--- config.mk ---
export PLATFORM = sky130hd
export DESIGN_NAME = tl_frag_ctrl_flat
export DESIGN_NICKNAME = d
export VERILOG_FILES = /design/src/rtl/tl_frag_ctrl_if.sv /design/src/rtl/tl_frag_ctrl.sv /design/src/flat_wrapper.sv
export SDC_FILE = /design/constraint.sdc
export NUM_CORES = 1
export LEC_CHECK = 0
export ABC_AREA = 1
export CORE_MARGIN = 3
export CORE_UTILIZATION = 46
export DETAILED_ROUTE_END_ITERATION = 6
export PLACE_DENSITY = 0.76
export SLEW_MARGIN = 5
export SYNTH_ARGS = -nofsm -noshare
export SYNTH_HDL_FRONTEND = slang
export SYNTH_SLANG_ARGS = --single-unit
--- constraint.sdc ---
create_clock -name clk -period 20.4 [get_ports clk]
set_input_delay 2.04 -clock clk [delete_from_list [all_inputs] [get_ports clk]]
set_output_delay 2.04 -clock clk [all_outputs]
set_load 0.01 [all_outputs]
--- src/rtl/tl_frag_ctrl_if.sv ---
// Fragment stream toward the data link layer: payload, sop/eop markers, valid-DW count.
// Latency: none, a plain bundle of wires shared by producer and consumer.
// Backpressure: valid/ready; master holds data and flags stable until frag_ready is seen.
interface tl_frag_ctrl_if #(
    parameter int FRAG_DW = 8
);
    localparam int CW = $clog2(FRAG_DW) + 1;

    logic [FRAG_DW*32-1:0] frag_data;
    logic                  frag_valid;
    logic                  frag_ready;
    logic                  frag_sop;
    logic                  frag_eop;
    logic [CW-1:0]         frag_dw_cnt;

    modport master (
        output frag_data, frag_valid, frag_sop, frag_eop, frag_dw_cnt,
        input  frag_ready
    );

    modport slave (
        input  frag_data, frag_valid, frag_sop, frag_eop, frag_dw_cnt,
        output frag_ready
    );
endinterface

--- src/rtl/tl_frag_ctrl.sv ---
// Read-side controller of the TL TX fragmentation buffer: cuts one TLP into FRAG_DW-DW fragments.
// Latency: buf_ready sampled at t -> first buf_rd_en at t+1 -> first frag_valid at t+2.
// Backpressure: valid/ready with a 2-entry output queue; reads issue only when a queue slot is guaranteed.
// Optional: define TL_FRAG_CTRL_STATS_EN to add the saturating tlp_sent_cnt_o counter.
module tl_frag_ctrl #(
    parameter int FRAG_DW = 8,
    parameter int LEN_W   = 11
) (
    input  logic                   clk,
    input  logic                   arst,
    input  logic                   buf_ready_i,
    input  logic [LEN_W-1:0]       buf_tlp_len_i,
    output logic                   buf_rd_en_o,
    input  logic [FRAG_DW*32-1:0]  buf_rd_data_i,
    output logic                   buf_release_o,
    output logic                   err_len_o,
    tl_frag_ctrl_if.master         frag
`ifdef TL_FRAG_CTRL_STATS_EN
    ,
    output logic [15:0]            tlp_sent_cnt_o
`endif
);
    localparam int CW     = $clog2(FRAG_DW) + 1;
    localparam int DATA_W = FRAG_DW * 32;

    typedef struct packed {
        logic [DATA_W-1:0] dat;
        logic              sop;
        logic              eop;
        logic [CW-1:0]     cnt;
    } frag_t;

    typedef enum logic [1:0] {ST_IDLE, ST_STREAM, ST_RELEASE, ST_DROP} state_t;

    state_t            state_q, state_d;
    logic [LEN_W-1:0]  len_q, len_d;
    logic [LEN_W-1:0]  nfrag_q, nfrag_d;
    logic [LEN_W-1:0]  rd_cnt_q, rd_cnt_d;

    // Flags of the read issued last cycle; they meet the buffer data one cycle later.
    logic              infl_vld_q;
    logic              infl_sop_q, infl_eop_q;
    logic [CW-1:0]     infl_cnt_q;

    frag_t             q_mem_q [0:1];
    logic              wr_ptr_q, rd_ptr_q;
    logic [1:0]        occ_q;

    logic [LEN_W-1:0]  len_round, nfrag_calc, len_rem;
    logic [CW-1:0]     last_cnt;
    logic              iss_sop, iss_eop;
    logic [CW-1:0]     iss_cnt;
    frag_t             infl_frag, head;
    logic              head_vld, pop, q_pop, push, credit_ok;

    // Fragment count, last-fragment DW count and flags of the read about to be issued.
    always_comb begin
        len_round  = buf_tlp_len_i + LEN_W'(FRAG_DW - 1);
        nfrag_calc = len_round / LEN_W'(FRAG_DW);
        len_rem    = len_q % LEN_W'(FRAG_DW);
        last_cnt   = (len_rem == '0) ? CW'(FRAG_DW) : CW'(len_rem);
        iss_sop    = (rd_cnt_q == '0);
        iss_eop    = (rd_cnt_q == nfrag_q - LEN_W'(1));
        iss_cnt    = iss_eop ? last_cnt : CW'(FRAG_DW);
    end

    // Queue head falls through to the arriving read data when the queue is empty; trailing DWs zeroed.
    always_comb begin
        infl_frag.dat = buf_rd_data_i;
        infl_frag.sop = infl_sop_q;
        infl_frag.eop = infl_eop_q;
        infl_frag.cnt = infl_cnt_q;
        for (int i = 0; i < FRAG_DW; i++) begin
            if (i >= int'(infl_cnt_q)) infl_frag.dat[i*32 +: 32] = '0;
        end
        head      = (occ_q != 2'd0) ? q_mem_q[rd_ptr_q] : infl_frag;
        head_vld  = (occ_q != 2'd0) || infl_vld_q;
        pop       = head_vld && frag.frag_ready;
        q_pop     = pop && (occ_q != 2'd0);
        push      = infl_vld_q && !((occ_q == 2'd0) && pop);
        credit_ok = ({1'b0, occ_q} + {2'b0, infl_vld_q}) < (3'd2 + {2'b0, pop});
    end

    // Drive the fragment interface; everything reads as zero while nothing is valid.
    always_comb begin
        frag.frag_valid  = head_vld;
        frag.frag_data   = head_vld ? head.dat : '0;
        frag.frag_sop    = head_vld && head.sop;
        frag.frag_eop    = head_vld && head.eop;
        frag.frag_dw_cnt = head_vld ? head.cnt : '0;
    end

    // FSM next state and buffer-side strobes.
    always_comb begin
        state_d       = state_q;
        len_d         = len_q;
        nfrag_d       = nfrag_q;
        rd_cnt_d      = rd_cnt_q;
        buf_rd_en_o   = 1'b0;
        buf_release_o = 1'b0;
        err_len_o     = 1'b0;
        unique case (state_q)
            ST_IDLE: begin
                if (buf_ready_i) begin
                    len_d    = buf_tlp_len_i;
                    nfrag_d  = nfrag_calc;
                    rd_cnt_d = '0;
                    state_d  = (buf_tlp_len_i == '0) ? ST_DROP : ST_STREAM;
                end
            end
            ST_STREAM: begin
                if ((rd_cnt_q < nfrag_q) && credit_ok) begin
                    buf_rd_en_o = 1'b1;
                    rd_cnt_d    = rd_cnt_q + LEN_W'(1);
                end
                if (pop && head.eop) state_d = ST_RELEASE;
            end
            ST_RELEASE: begin
                buf_release_o = 1'b1;
                state_d       = ST_IDLE;
            end
            ST_DROP: begin
                buf_release_o = 1'b1;
                err_len_o     = 1'b1;
                state_d       = ST_IDLE;
            end
            default: state_d = ST_IDLE;
        endcase
    end

    // FSM state register.
    always_ff @(posedge clk) begin
        if (arst) state_q <= ST_IDLE;
        else      state_q <= state_d;
    end

    // TLP bookkeeping and in-flight read tracking; reset drops any pending read.
    always_ff @(posedge clk) begin
        if (arst) begin
            len_q      <= '0;
            nfrag_q    <= '0;
            rd_cnt_q   <= '0;
            infl_vld_q <= 1'b0;
            infl_sop_q <= 1'b0;
            infl_eop_q <= 1'b0;
            infl_cnt_q <= '0;
        end else begin
            len_q      <= len_d;
            nfrag_q    <= nfrag_d;
            rd_cnt_q   <= rd_cnt_d;
            infl_vld_q <= buf_rd_en_o;
            infl_sop_q <= iss_sop;
            infl_eop_q <= iss_eop;
            infl_cnt_q <= iss_cnt;
        end
    end

    // Two-entry output queue; only occupancy and pointers need reset.
    always_ff @(posedge clk) begin
        if (arst) begin
            wr_ptr_q <= 1'b0;
            rd_ptr_q <= 1'b0;
            occ_q    <= 2'd0;
        end else begin
            if (push) begin
                q_mem_q[wr_ptr_q] <= infl_frag;
                wr_ptr_q          <= ~wr_ptr_q;
            end
            if (q_pop) rd_ptr_q <= ~rd_ptr_q;
            occ_q <= occ_q + {1'b0, push} - {1'b0, q_pop};
        end
    end

`ifdef TL_FRAG_CTRL_STATS_EN
    logic [15:0] tlp_sent_q;

    // Count completed TLPs at their eop handshake, saturating.
    always_ff @(posedge clk) begin
        if (arst)                                          tlp_sent_q <= '0;
        else if (pop && head.eop && tlp_sent_q != 16'hFFFF) tlp_sent_q <= tlp_sent_q + 16'd1;
    end

    assign tlp_sent_cnt_o = tlp_sent_q;
`endif
endmodule

--- src/flat_wrapper.sv ---
// flat-port wrapper written by rule: the top's interface ports become plain ports
module tl_frag_ctrl_flat 
#(
    parameter int FRAG_DW = 8,
    parameter int LEN_W   = 11
)
  (clk, arst, buf_ready_i, buf_tlp_len_i, buf_rd_en_o, buf_rd_data_i, buf_release_o, err_len_o, frag_frag_data, frag_frag_valid, frag_frag_sop, frag_frag_eop, frag_frag_dw_cnt, frag_frag_ready);
  tl_frag_ctrl_if #(.FRAG_DW(FRAG_DW)) frag_i ();
  input  logic clk;
  input  logic arst;
  input  logic buf_ready_i;
  input  logic [LEN_W-1:0] buf_tlp_len_i;
  output logic buf_rd_en_o;
  input  logic [FRAG_DW*32-1:0] buf_rd_data_i;
  output logic buf_release_o;
  output logic err_len_o;
  output wire logic [$bits(frag_i.frag_data)-1:0] frag_frag_data;
  output wire logic [$bits(frag_i.frag_valid)-1:0] frag_frag_valid;
  output wire logic [$bits(frag_i.frag_sop)-1:0] frag_frag_sop;
  output wire logic [$bits(frag_i.frag_eop)-1:0] frag_frag_eop;
  output wire logic [$bits(frag_i.frag_dw_cnt)-1:0] frag_frag_dw_cnt;
  input wire logic [$bits(frag_i.frag_ready)-1:0] frag_frag_ready;
  assign frag_frag_data = frag_i.frag_data;
  assign frag_frag_valid = frag_i.frag_valid;
  assign frag_frag_sop = frag_i.frag_sop;
  assign frag_frag_eop = frag_i.frag_eop;
  assign frag_frag_dw_cnt = frag_i.frag_dw_cnt;
  assign frag_i.frag_ready = frag_frag_ready;
  tl_frag_ctrl #(.FRAG_DW(FRAG_DW), .LEN_W(LEN_W)) u_core (.clk(clk), .arst(arst), .buf_ready_i(buf_ready_i), .buf_tlp_len_i(buf_tlp_len_i), .buf_rd_en_o(buf_rd_en_o), .buf_rd_data_i(buf_rd_data_i), .buf_release_o(buf_release_o), .err_len_o(err_len_o), .frag(frag_i));
endmodule
-- Word-level counts from Yosys, hierarchy flattened
Memories as Yosys holds them, arrays and structs flattened. A register that Yosys moved wholly into a read port is not among the register bits.
Cells that the tools add are included.
- logic and storage cells: 91
- bits of input ports: 271
- register bits: 35
- memories: 1
- output and inout port bits: 266
- bits in read-only memories: 0
- bits in latches: 0
- memory bits (writable): 524
- memory list (name ; depth ; width ; read ports ; clocked after Yosys merged registers in ; wr ports ; line ; RTL):
    u_core.q_mem_q ; 2 ; 262 ; 1 ; 1 ; 1 ; tl_frag_ctrl.sv:45 ; frag_t q_mem_q [0:1];
- order comparisons: 10
- mux-type cells: 29
- equal/unequal tests: 7
- $add $sub $neg: 7
- bitwise operators: 3
- div/mod/pow operators: 0
- $mul: 0
- shift-type cells: 0
- reduce and logical (&&, ||, !) cells: 22
- operators by type and width (kind ; number):
    two-way mux 262 bit ; 1
    two-way mux 256 bit ; 1
    two-way mux 32 bit ; 8
    logical NOT 11 bit ; 3
    two-way mux 11 bit ; 2
    one-hot mux 11 bit (2 select lines) ; 1
    >= comparator 3 x 4 -> 1 bit (first input constant) ; 4
    two-way mux 4 bit ; 3
    adder 11 x 1 -> 11 bit (second input constant) ; 1
    adder 11 x 3 -> 11 bit (second input constant) ; 1
    == test 11 bit ; 1
    < comparator 11 x 8 -> 1 bit ; 1
    two-way mux 1 bit ; 9
    subtractor 8 x 1 -> 9 bit (second input constant) ; 1
    >= comparator 1 x 4 -> 1 bit (first input constant) ; 2
    >= comparator 2 x 4 -> 1 bit (first input constant) ; 2
    logical AND 1 bit ; 8
    two-way mux 2 bit ; 3
    one-hot mux 2 bit (3 select lines) ; 1
    == test 2 bit (second input constant) ; 2
    logical NOT 2 bit ; 2
    inequality test 2 x 1 -> 1 bit (second input constant) ; 2
    AND reduction 2 bit ; 2
    nonzero test 2 bit ; 2
    other kinds (13) ; 15

-- Longest topological paths before layout
- word-level depth: 9
- mapped depth: 13
- depth with buffers taken out: 12

-- Worst setup path after synthesis
Ideal clock, no wire load.
- path kind: input to register
- start: input arst
- end: memory u_core.q_mem_q[1][0] in the netlist's numbering (enable)
- library setup time: 1.206 ns
- path buffers: 1
- required time: 19.194 ns
- slack: -0.847 ns
- data arrival time: 20.041 ns
- stages: 2
- cells stage by stage: clkbuf_1 nor3_1
- cells in the longest elaborated chain, start to end: 2
- RTL lines (what ; line ; RTL):
    start: declaration ; flat_wrapper.sv:10 ; input logic arst;
    two-way mux 1 bit ; tl_frag_ctrl.sv:160 ; if (arst) begin
    two-way mux 1 bit (implied by the code) ; tl_frag_ctrl.sv:166 ; q_mem_q[wr_ptr_q] <= infl_frag;
    end: declaration ; tl_frag_ctrl.sv:45 ;
Every way passes these cells.

==> flow_summary.ini <==
[floorplanning]
start_util = 0.4668
fp-row-count = 84
core_sq_um = 52870
fp.dieH_um = 237.6
die_width_um = 237.6
die_area_sq_um = 56460
ios = 537

[yosys]
synth_edf_count = 524
synth.distinct_cells = 37
synth_flop_cell = edfxtp_1
post_synth.cell_area_avg_sq_um = 10.61
syn_inst = 2326
synth_commonest_cells = edfxtp_1 (524), nor2_1 (338), inv_1 (313)
yosysSeqAreaShare = 0.6668
post-synth-top-area-fraction = 0.6376
yosys-top-cells-area = edfxtp_1 (64%), o22ai_1 (5.8%), o21ai_0 (5.5%)
syn_area_sq_um = 24680
async_reset_ff_frac = 0
yosysWarningCount = 0
syn_nets = 2612
synth_largest_area_cell = edfxtp_1
synth-seq-cells = 560
synth.most_common_cell = edfxtp_1

[layout]
design_area_sq_um = 32270
area_growth_pct = 30.76
drive_gt1_frac = 0.04581
nets = 3077

[clock_network]
clockRootBuffer = clkbuf_16
htreeDepth = 2
clkLatencyLatePin_ps = 590
postCtsHoldBufs = 0
post-cts-setup-buffer-count = 0
postCtsResizedCells = 0
cts_buffers = 57
cts_tree = yes
cts_buffer_depth = 3
path_clk_slew_ps = 60
cts_sinks = 560

[sta]
fmax_mhz = 163.6
slew_violations = 0
worst_pin_slew_ps = 1411
clock_skew_ps = 12.52
setup_viol = 0
relSlewSlack = 0.05920
finalCritPeriodShare = 0.2996
finalHoldViolCount = 0
rsz0062_at_grt = no
fin_tns_setup_ps = 0
period_needed_ps = 6111
final_critical_path_setup_slack_ps = 14290

[setup_path]
path_delay_family = buffers and inverters
crit_fanout = 182
worstSetupStartpointType = flip-flop
crit_arrival_ps = 4070
worst-path-buf-inv = 3
cp-end-kind = primary output
slowest_delay_ps = 900
critical_path_class = reg2out
cp_slowest_cell = buf_4
cp.required_ps = 18360
crit_chain = inv_8 -> buf_4 -> nor2_1 -> o22ai_1 -> clkdlybuf4s50_1

[worst_hold_path]
worstHoldPathType = reg2reg

[global_route]
grt_pass1_wl_um = 107900
first_global_vias = 19370
track_usage = 0.2394
antenna_found_initial = 7
grt_start_max_net_pins = 183
overflow = 0

[detailed_routing]
wl_per_cell_um = 20.09
wl_um = 71010
drtIter0Drc = 1845
ant_nets = 0
vias = 19630
drc_errors = 0
viasPerCell = 5.554
firstDrtPassIters = 5

[power_and_ir_drop]
power_density_nw_per_um2 = 81.20
peakVddDrop_uv = 62.72
p_leak_uw = 0.01245

[status]
outcome = completed

[placement]
io_buffers = 536
routabilityCongestion = 0.8809
pre_cts_ws_ps = 14640
place_area_sq_um = 30460
post-dp-hpwl_um = 43880

[flow_run]
maxCapViolCount = 0
## routing by layer
| layer | part of all wire | routed length (um) | vias up | GRT usage |
|---|---|---|---|---|
| li1 | - | - | 9030 | - |
| met1 | 0.39 | 28020 | 9534 | 0.3067 |
| met2 | 0.49 | 34800 | 892 | 0.4027 |
| met3 | 0.074 | 5226 | 175 | 0.04653 |
| met4 | 0.042 | 2951 | 2 | 0.09808 |
| met5 | 0.00018 | 13 | - | 0 |
## final cells by class
class	count	area, sq um
sequential	560	16460
inverter	318	1211
clock buffer	76	1554
multi-input combinational	1296	6395
clock inverter	30	235.2
fill	4151	20600
timing repair buffer	558	5530
antenna	9	22.52
tap	688	860.8
## kinds of logic (layout without fill, tap and decap cells)
logic type | after synthesis | count (layout) | synth area share
xor+xnor | 11 | 11 | 0.003904
fa+ha+maj | 15 | 15 | 0.007605
flops | 560 | 560 | 0.6668
other cells | 0 | 9 | 0
compound gates | 572 | 572 | 0.1335
buf+inv | 470 | 982 | 0.07631
simple gates | 698 | 698 | 0.1118
## stage by stage
stage                     total power [uW]  utilization  cells  hold WS [ps]
after floorplan                       1457            -   2326         420.2
after global placement                1625       0.5761   3420         425.1
after detailed placement              1631       0.5761   3420         449.1
after CTS                             2634       0.6100   3526         457.1
after global routing                  2708       0.6102   3532         474.4
final                                 2620       0.6104   3535         453.3
## cell usage in the layout (no fill, tap or decap), types with 22 or more instances in the layout
master           synthesis  final
edfxtp_1               524    524
o21ai_0                273    273
nand2_1                300    300
o32ai_1                 32     32
dfxtp_1                 36     35
a21oi_1                 25     25
nor2_1                 338    337
inv_1                  313    313
nand3_1                 28     28
buf_4                    5     22
o22ai_1                227    227
clkbuf_16                0     59
clkdlybuf4s50_1          0    536
## registers in the layout (all words and copies together), names as in the netlist, named ones only
register,count
u_core.nfrag_q,8
u_core.infl_sop_q,1
u_core.rd_ptr_q,1
u_core.len_q,3
u_core.state_q,2
u_core.q_mem_q,524
u_core.infl_vld_q,1
u_core.infl_eop_q,1
u_core.wr_ptr_q,1
u_core.occ_q,2
u_core.rd_cnt_q,11
u_core.infl_cnt_q,4
## path summary, 6_finish.rpt
path                     startpoint  slack, ps  cells after the start                endpoint
setup / recovery          flip-flop      14290                      5     frag_frag_data[205]
hold reg to reg     u_core.rd_ptr_q        450                      1               flip-flop
hold / removal      u_core.rd_ptr_q        450                      1               flip-flop
setup reg to reg  u_core.infl_vld_q      16900                      6  u_core.q_mem_q[1][199]
## worst register-to-register path, cell delays in order, from the launching register on
cell and delay, ps:
dfxtp_1 520, inv_1 170, a21oi_1 270, inv_1 140
nor3_4 170, buf_4 760, buf_4 960
## power breakdown
group          switching [uW]  leakage [uW]  total, uW  internal, uW
clock                     427      0.000886       1010           582
combinational             181       0.00648        333           152
sequential               6.92       0.00508       1280          1270
(Power assumes the default switching activity.)
==> RTL change 1, RTL diff (same settings) <==
`LEN_W` is set to 11 in 2 places; all go to 13.
--- a/src/rtl/tl_frag_ctrl.sv
+++ b/src/rtl/tl_frag_ctrl.sv
@@ -5,5 +5,5 @@
 module tl_frag_ctrl #(
     parameter int FRAG_DW = 8,
-    parameter int LEN_W   = 11
+    parameter int LEN_W   = 13
 ) (
     input  logic                   clk,
--- a/src/flat_wrapper.sv
+++ b/src/flat_wrapper.sv
@@ -3,5 +3,5 @@
 #(
     parameter int FRAG_DW = 8,
-    parameter int LEN_W   = 11
+    parameter int LEN_W   = 13
 )
   (clk, arst, buf_ready_i, buf_tlp_len_i, buf_rd_en_o, buf_rd_data_i, buf_release_o, err_len_o, frag_frag_data, frag_frag_valid, frag_frag_sop, frag_frag_eop, frag_frag_dw_cnt, frag_frag_ready);
Interface: changed (resized buf_tlp_len_i); port bits go from 537 to 539. The function was not compared with the original's and may differ.
==> RTL change 1 against the unedited design <==
Fmax rose by 0.61%; largest power group unchanged; setup slack improved by 0.037 ns; area after synthesis rose by 1.0%; critical path depth rose by 1; power barely moved; cell area rose by 0.97%; sequential cell count rose by 4; critical path type unchanged; routed wire length rose by 1.9%; first-iteration DRC count fell by 7.8%; largest cell class unchanged.
==> RTL change 1: results (changes against the unedited design) <==
| Metric | Value |
|---|---|
| Peak supply drop | `0.0585 mV (-6.7%)` |
| Flop-to-flop setup slack | `16.51 ns (-0.39 ns)` |
| Filler cells | `4121 (-0.72%)` |
| Sequential share of the synthesized area | `0.663 (-0.00371)` |
| CP Max Fanout | `95 (-48%)` |
| Worst Clk Skew | `0.0164 ns (+0.00384 ns)` |
| DR vias | `19.8k (+0.66%)` |
| Nets@finish | `3124 (+1.5%)` |
| Worst slack at placement | `14.22 ns (-0.418 ns)` |
| Met2 wire length | `36.1 mm (+3.7%)` |
| Area contributors post-synth | `edfxtp_1 63%, o22ai_1 5.7%, o21ai_0 5.6%` |
| Placed cells | `3463 (+1.3%)` |
| Leakage power | `12.5 nW (+0.62%)` |
| Critical register-to-register path endpoint | `u_core.q_mem_q[0][147]` |
| Mapped Avg Cell Area | `10.5 µm² (-0.78%)` |
| Placer Congestion | `0.872 (-1.1%)` |
| First-pass GRT wire length | `108 mm (+0.51%)` |
| Vias in the first global route | `19.2k (-0.84%)` |
| Initial antenna violation count | `10 (+3)` |
| Worst skew pair latency | `0.61 ns (+0.02 ns)` |
| Syn Inst Count | `2369 (+1.8%)` |
| DP Wirelength | `46.1 mm (+5.0%)` |
| Post-synthesis cell type count | `36 (-2.7%)` |
| Fraction of layout cells with a size suffix above 1 | `0.0472 (+0.00140)` |
| IO buf count | `538 (+0.37%)` |
| Mapped Nets | `2659 (+1.8%)` |
| Via/cell ratio | `5.53 (-0.52%)` |
| Slew HR | `0.210 (+0.151)` |
| Post-synth top cells | `524 x edfxtp_1, 339 x nor2_1, 312 x inv_1` |
| Routed len/inst | `20.2 µm (+0.74%)` |
| Reg clk slew, reported paths | `0.06 ns (about the same)` |
| Largest net degree at the start of global routing | `167 (-8.7%)` |
| Outcome | `finished, final reports clean` |
| Drt pass-1 iters | `6 (+1)` |
| Starting DRT DRC Count | `1702 (-7.8%)` |
| CTS Root Cell | `clkbuf_16` |
| Top Registers | `u_core.q_mem_q: 524 flops, u_core.rd_cnt_q: 13 flops, u_core.nfrag_q: 10 flops` |
| GRT Overall Usage | `0.240 (+0.000843)` |
| DRT met1 WL | `27.2 mm (-2.9%)` |
| Routed length on met3 | `6.79 mm (+30%)` |
| CP max stage cell | `buf_4` |
## RTL change 1: cell families after synthesis
| group | count (synthesis) | synth area share |
|---|---|---|
| xor gates and xnor gates | 21 | 0.00738 |
| buffers and inverters | 472 | 0.0738 |
| DFF | 564 | 0.663 |
| adders and majority gates | 17 | 0.00853 |
| and+or+nand+nor | 712 | 0.113 |
| AOI/OAI and AO/OA | 583 | 0.134 |
## RTL change 1: routing by layer
metal  track usage  vias up
li1              -     9174
met1         0.302     9564
met2         0.407      889
met3        0.0581      132
met4        0.0861        4
met5             0        -
## RTL change 1: area by class of cell
type | count | area share
Sequential cell | 564 | 0.508
Multi-Input combinational cell | 1333 | 0.203
Timing Repair Buffer | 561 | 0.171
Clock buffer | 66 | 0.0455
Inverter | 317 | 0.0369
Tap cell | 688 | 0.0264
Clock inverter | 40 | 0.00918
Antenna cell | 8 | 0.000614
## RTL change 1: stage by stage
step / hold slack, ns / instance area (µm²)
after floorplan: 0.420 / 24900
after global placement: 0.436 / 30800
after detailed placement: 0.440 / 30800
after CTS: 0.455 / 32600
after global routing: 0.478 / 32600
final: 0.459 / 32600
## RTL change 1: worst reg2reg max path: cells and delay by family (launching register included)
family / cells / cell delay [ns]
and+or+nand+nor: 2 / 0.90
buffers and inverters: 3 / 1.84
AOI/OAI and AO/OA: 1 / 0.22
DFF: 1 / 0.49
## RTL change 1: how the worst max path moves through the flow
stage,to,slack (ns),depth (start not counted)
after global routing,frag_frag_data[206],14.19,6
after CTS,frag_frag_data[212],14.41,6
after floorplan,u_core.q_mem_q[0][0],6.31,3
final,frag_frag_data[206],14.33,6
after detailed placement,u_core.q_mem_q[0][147],14.22,4
after global placement,u_core.q_mem_q[0][147],14.27,4
## RTL change 1: power breakdown
| part | switching [mW] | internal [mW] |
|---|---|---|
| combinational | 0.186 | 0.156 |
| clock | 0.435 | 0.558 |
| sequential | 0.00743 | 1.28 |
| total | 0.628 | 1.99 |
==> RTL change 2, RTL diff (config.mk and constraints unchanged) <==
Made on the original files. Encoding of `state_t`: now one-hot (4 bits for 4 states).
--- a/src/rtl/tl_frag_ctrl.sv
+++ b/src/rtl/tl_frag_ctrl.sv
@@ -31,5 +31,5 @@
     } frag_t;
 
-    typedef enum logic [1:0] {ST_IDLE, ST_STREAM, ST_RELEASE, ST_DROP} state_t;
+    typedef enum logic [3:0] {ST_IDLE = 4'b0001, ST_STREAM = 4'b0010, ST_RELEASE = 4'b0100, ST_DROP = 4'b1000} state_t;
 
     state_t            state_q, state_d;
Formal check against the unedited RTL: same outputs for any inputs over 4 cycles, from zero or initial values and one cycle with arst high; so few cycles prove little.
==> RTL change 2 against the unedited design <==
Sequential cell count is 2 higher; routed wire length up 0.32%; non-clock buffer count did not move; area after synthesis about the same; register-to-register slack got worse by 0.03 ns; cell area about the same; count of clock-buffer cells in the layout decreased by 7; fmax down 1.8%; die area barely moved; setup slack worse by 0.11 ns.
Power is not compared: it rests on default switching activity, and its combinational part moved more than twofold at a synthesized area within 25%.
==> RTL change 2: results (changes against the unedited design) <==
| Metric | Value |
|---|---|
| Vias in the first global route | `19.3k (-0.61%)` |
| Met2 Usage GRT | `0.404 (+0.00106)` |
| GR Util met1 | `0.306 (-0.00120)` |
| Clock Path Buffers | `3 (unchanged)` |
| Placer Congestion | `0.863 (-2.1%)` |
| Post-CTS setup buffers | `0 (unchanged)` |
| DR vias | `19.6k (-0.076%)` |
| Pins Over Slew Limit | `0 (unchanged)` |
| Syn Inst Count | `2322 (-0.17%)` |
| Synth Area in Adders | `0.00761 (about the same)` |
| Worst Clk Skew | `0.0131 ns (+0.000552 ns)` |
| Met2 wire length | `35.3 mm (+1.3%)` |
| Post-Place Cell Area | `30500 µm² (about the same)` |
| Die W | `238 µm (about the same)` |
| Synth Warn # | `0 (unchanged)` |
| DP Wirelength | `45.3 mm (+3.2%)` |
| Number of flops mapped to enable cells by yosys | `524 (unchanged)` |
| Layer with the highest usage | `met2` |
| Initial antenna violation count | `13 (+6)` |
| H-tree levels | `2 (unchanged)` |
| Top Family by Delay on Critical Path | `buffers and inverters` |
| Largest net degree at the start of global routing | `177 (-3.3%)` |
| Post-synthesis cell type count | `35 (-5.4%)` |
| Largest stage delay on the critical path | `0.82 ns (-0.08 ns)` |
| Post-synth top cells | `524 x edfxtp_1, 327 x nor2_1, 316 x inv_1` |
| Critical path arrival | `4.18 ns (+0.11 ns)` |
| Nets@finish | `3080 (+0.097%)` |
| Mapped Nets | `2608 (-0.15%)` |
| Area contributors post-synth | `edfxtp_1 64%, o22ai_1 5.9%, o21ai_0 5.4%` |
| First-pass GRT wire length | `108 mm (+0.29%)` |
| Xor/xnor cell area share of the yosys netlist | `0.00248 (-0.00142)` |
| Worst skew pair latency | `0.60 ns` |
| CP Max Fanout | `116 (-36%)` |
| Most flops, register | `u_core.q_mem_q` |
| GRT Overall Usage | `0.241 (+0.00164)` |
| Synth async-reset ratio | `0 (unchanged)` |
| CP max stage cell | `buf_4` |
| Detailed Route WL | `71.2 mm (+0.32%)` |
| Sequential share of the synthesized area | `0.669 (+0.00172)` |
| Drt pass-1 iters | `5 (unchanged)` |
| IO buf count | `536 (unchanged)` |
| Placed cells | `3422 (+0.058%)` |
| Worst Max-Slew Pin Slew | `1.17 ns (-0.246 ns)` |
| Fraction of layout cells with a size suffix above 1 | `0.0479 (+0.00208)` |
| Leakage power | `12.4 nW` |
| Outcome | `finished, final reports clean` |
| Reg clk slew, reported paths | `0.06 ns (about the same)` |
| Met3 Use GR | `0.0592 (+0.0126)` |
| DRT met1 WL | `27.4 mm (-2.0%)` |
| Routed length on met3 | `5.90 mm (+13%)` |
| Cts bufs inserted | `58 (+1.8%)` |
| Starting DRT DRC Count | `1926 (+4.4%)` |
| CTS Root Cell | `clkbuf_16` |
| Synth Area in Compound Gates | `0.132 (-0.00140)` |
RTL change 2: changes by cell type after synthesis, moves of 4 or more:
cell      unedited run  this run
inv_2                4         8
clkbuf_1            84        94
o211ai_1             5         1
o21ai_0            273       268
nor2_1             338       327
o22ai_1            227       232
buf_2               58        41
nand3_1             28        39
a21oi_1             25        18
nand2_1            300       305
RTL change 2: final timing paths:
path                          start                    end  slack [ns]  cells past startpoint
setup / recovery    u_core.occ_q[1]    frag_frag_data[128]       14.18                      6
setup reg to reg  u_core.infl_vld_q  u_core.q_mem_q[1][45]       16.87                      6
hold reg to reg   u_core.infl_eop_q   u_core.q_mem_q[1][4]        0.46                      0
hold / removal    u_core.infl_eop_q   u_core.q_mem_q[1][4]        0.46                      0
RTL change 2: final cells by class:
cell class                      count  area [µm²]
Clock buffer                       69        1540
Timing Repair Buffer              558        5530
Multi-Input combinational cell   1290        6360
Fill cell                        4136       20600
Tap cell                          688         861
Inverter                          324        1230
Antenna cell                        7        17.5
Sequential cell                   562       16500
Clock inverter                     37         240
RTL change 2: power by group through the flow:
stage          sequential, mW  combinational, mW  clock [mW]
6_report                 1.27              0.160       0.993
5_1_grt                  1.26              0.175        1.06
4_1_cts                  1.27              0.160        1.01
3_5_place_dp             1.29              0.158           0
3_3_place_gp             1.29              0.154           0
2_1_floorplan            1.29             0.0707           0
RTL change 2: through the flow:
step | setup WS [ns] | power [mW] | util | hold WS [ns]
3_3_place_gp | 14.73 | 1.44 | 0.577 | 0.434
3_5_place_dp | 14.70 | 1.45 | 0.577 | 0.440
5_1_grt | 13.85 | 2.50 | 0.611 | 0.477
6_report | 14.18 | 2.42 | 0.611 | 0.462
4_1_cts | 14.03 | 2.44 | 0.610 | 0.458
2_1_floorplan | 6.31 | 1.36 | - | 0.420
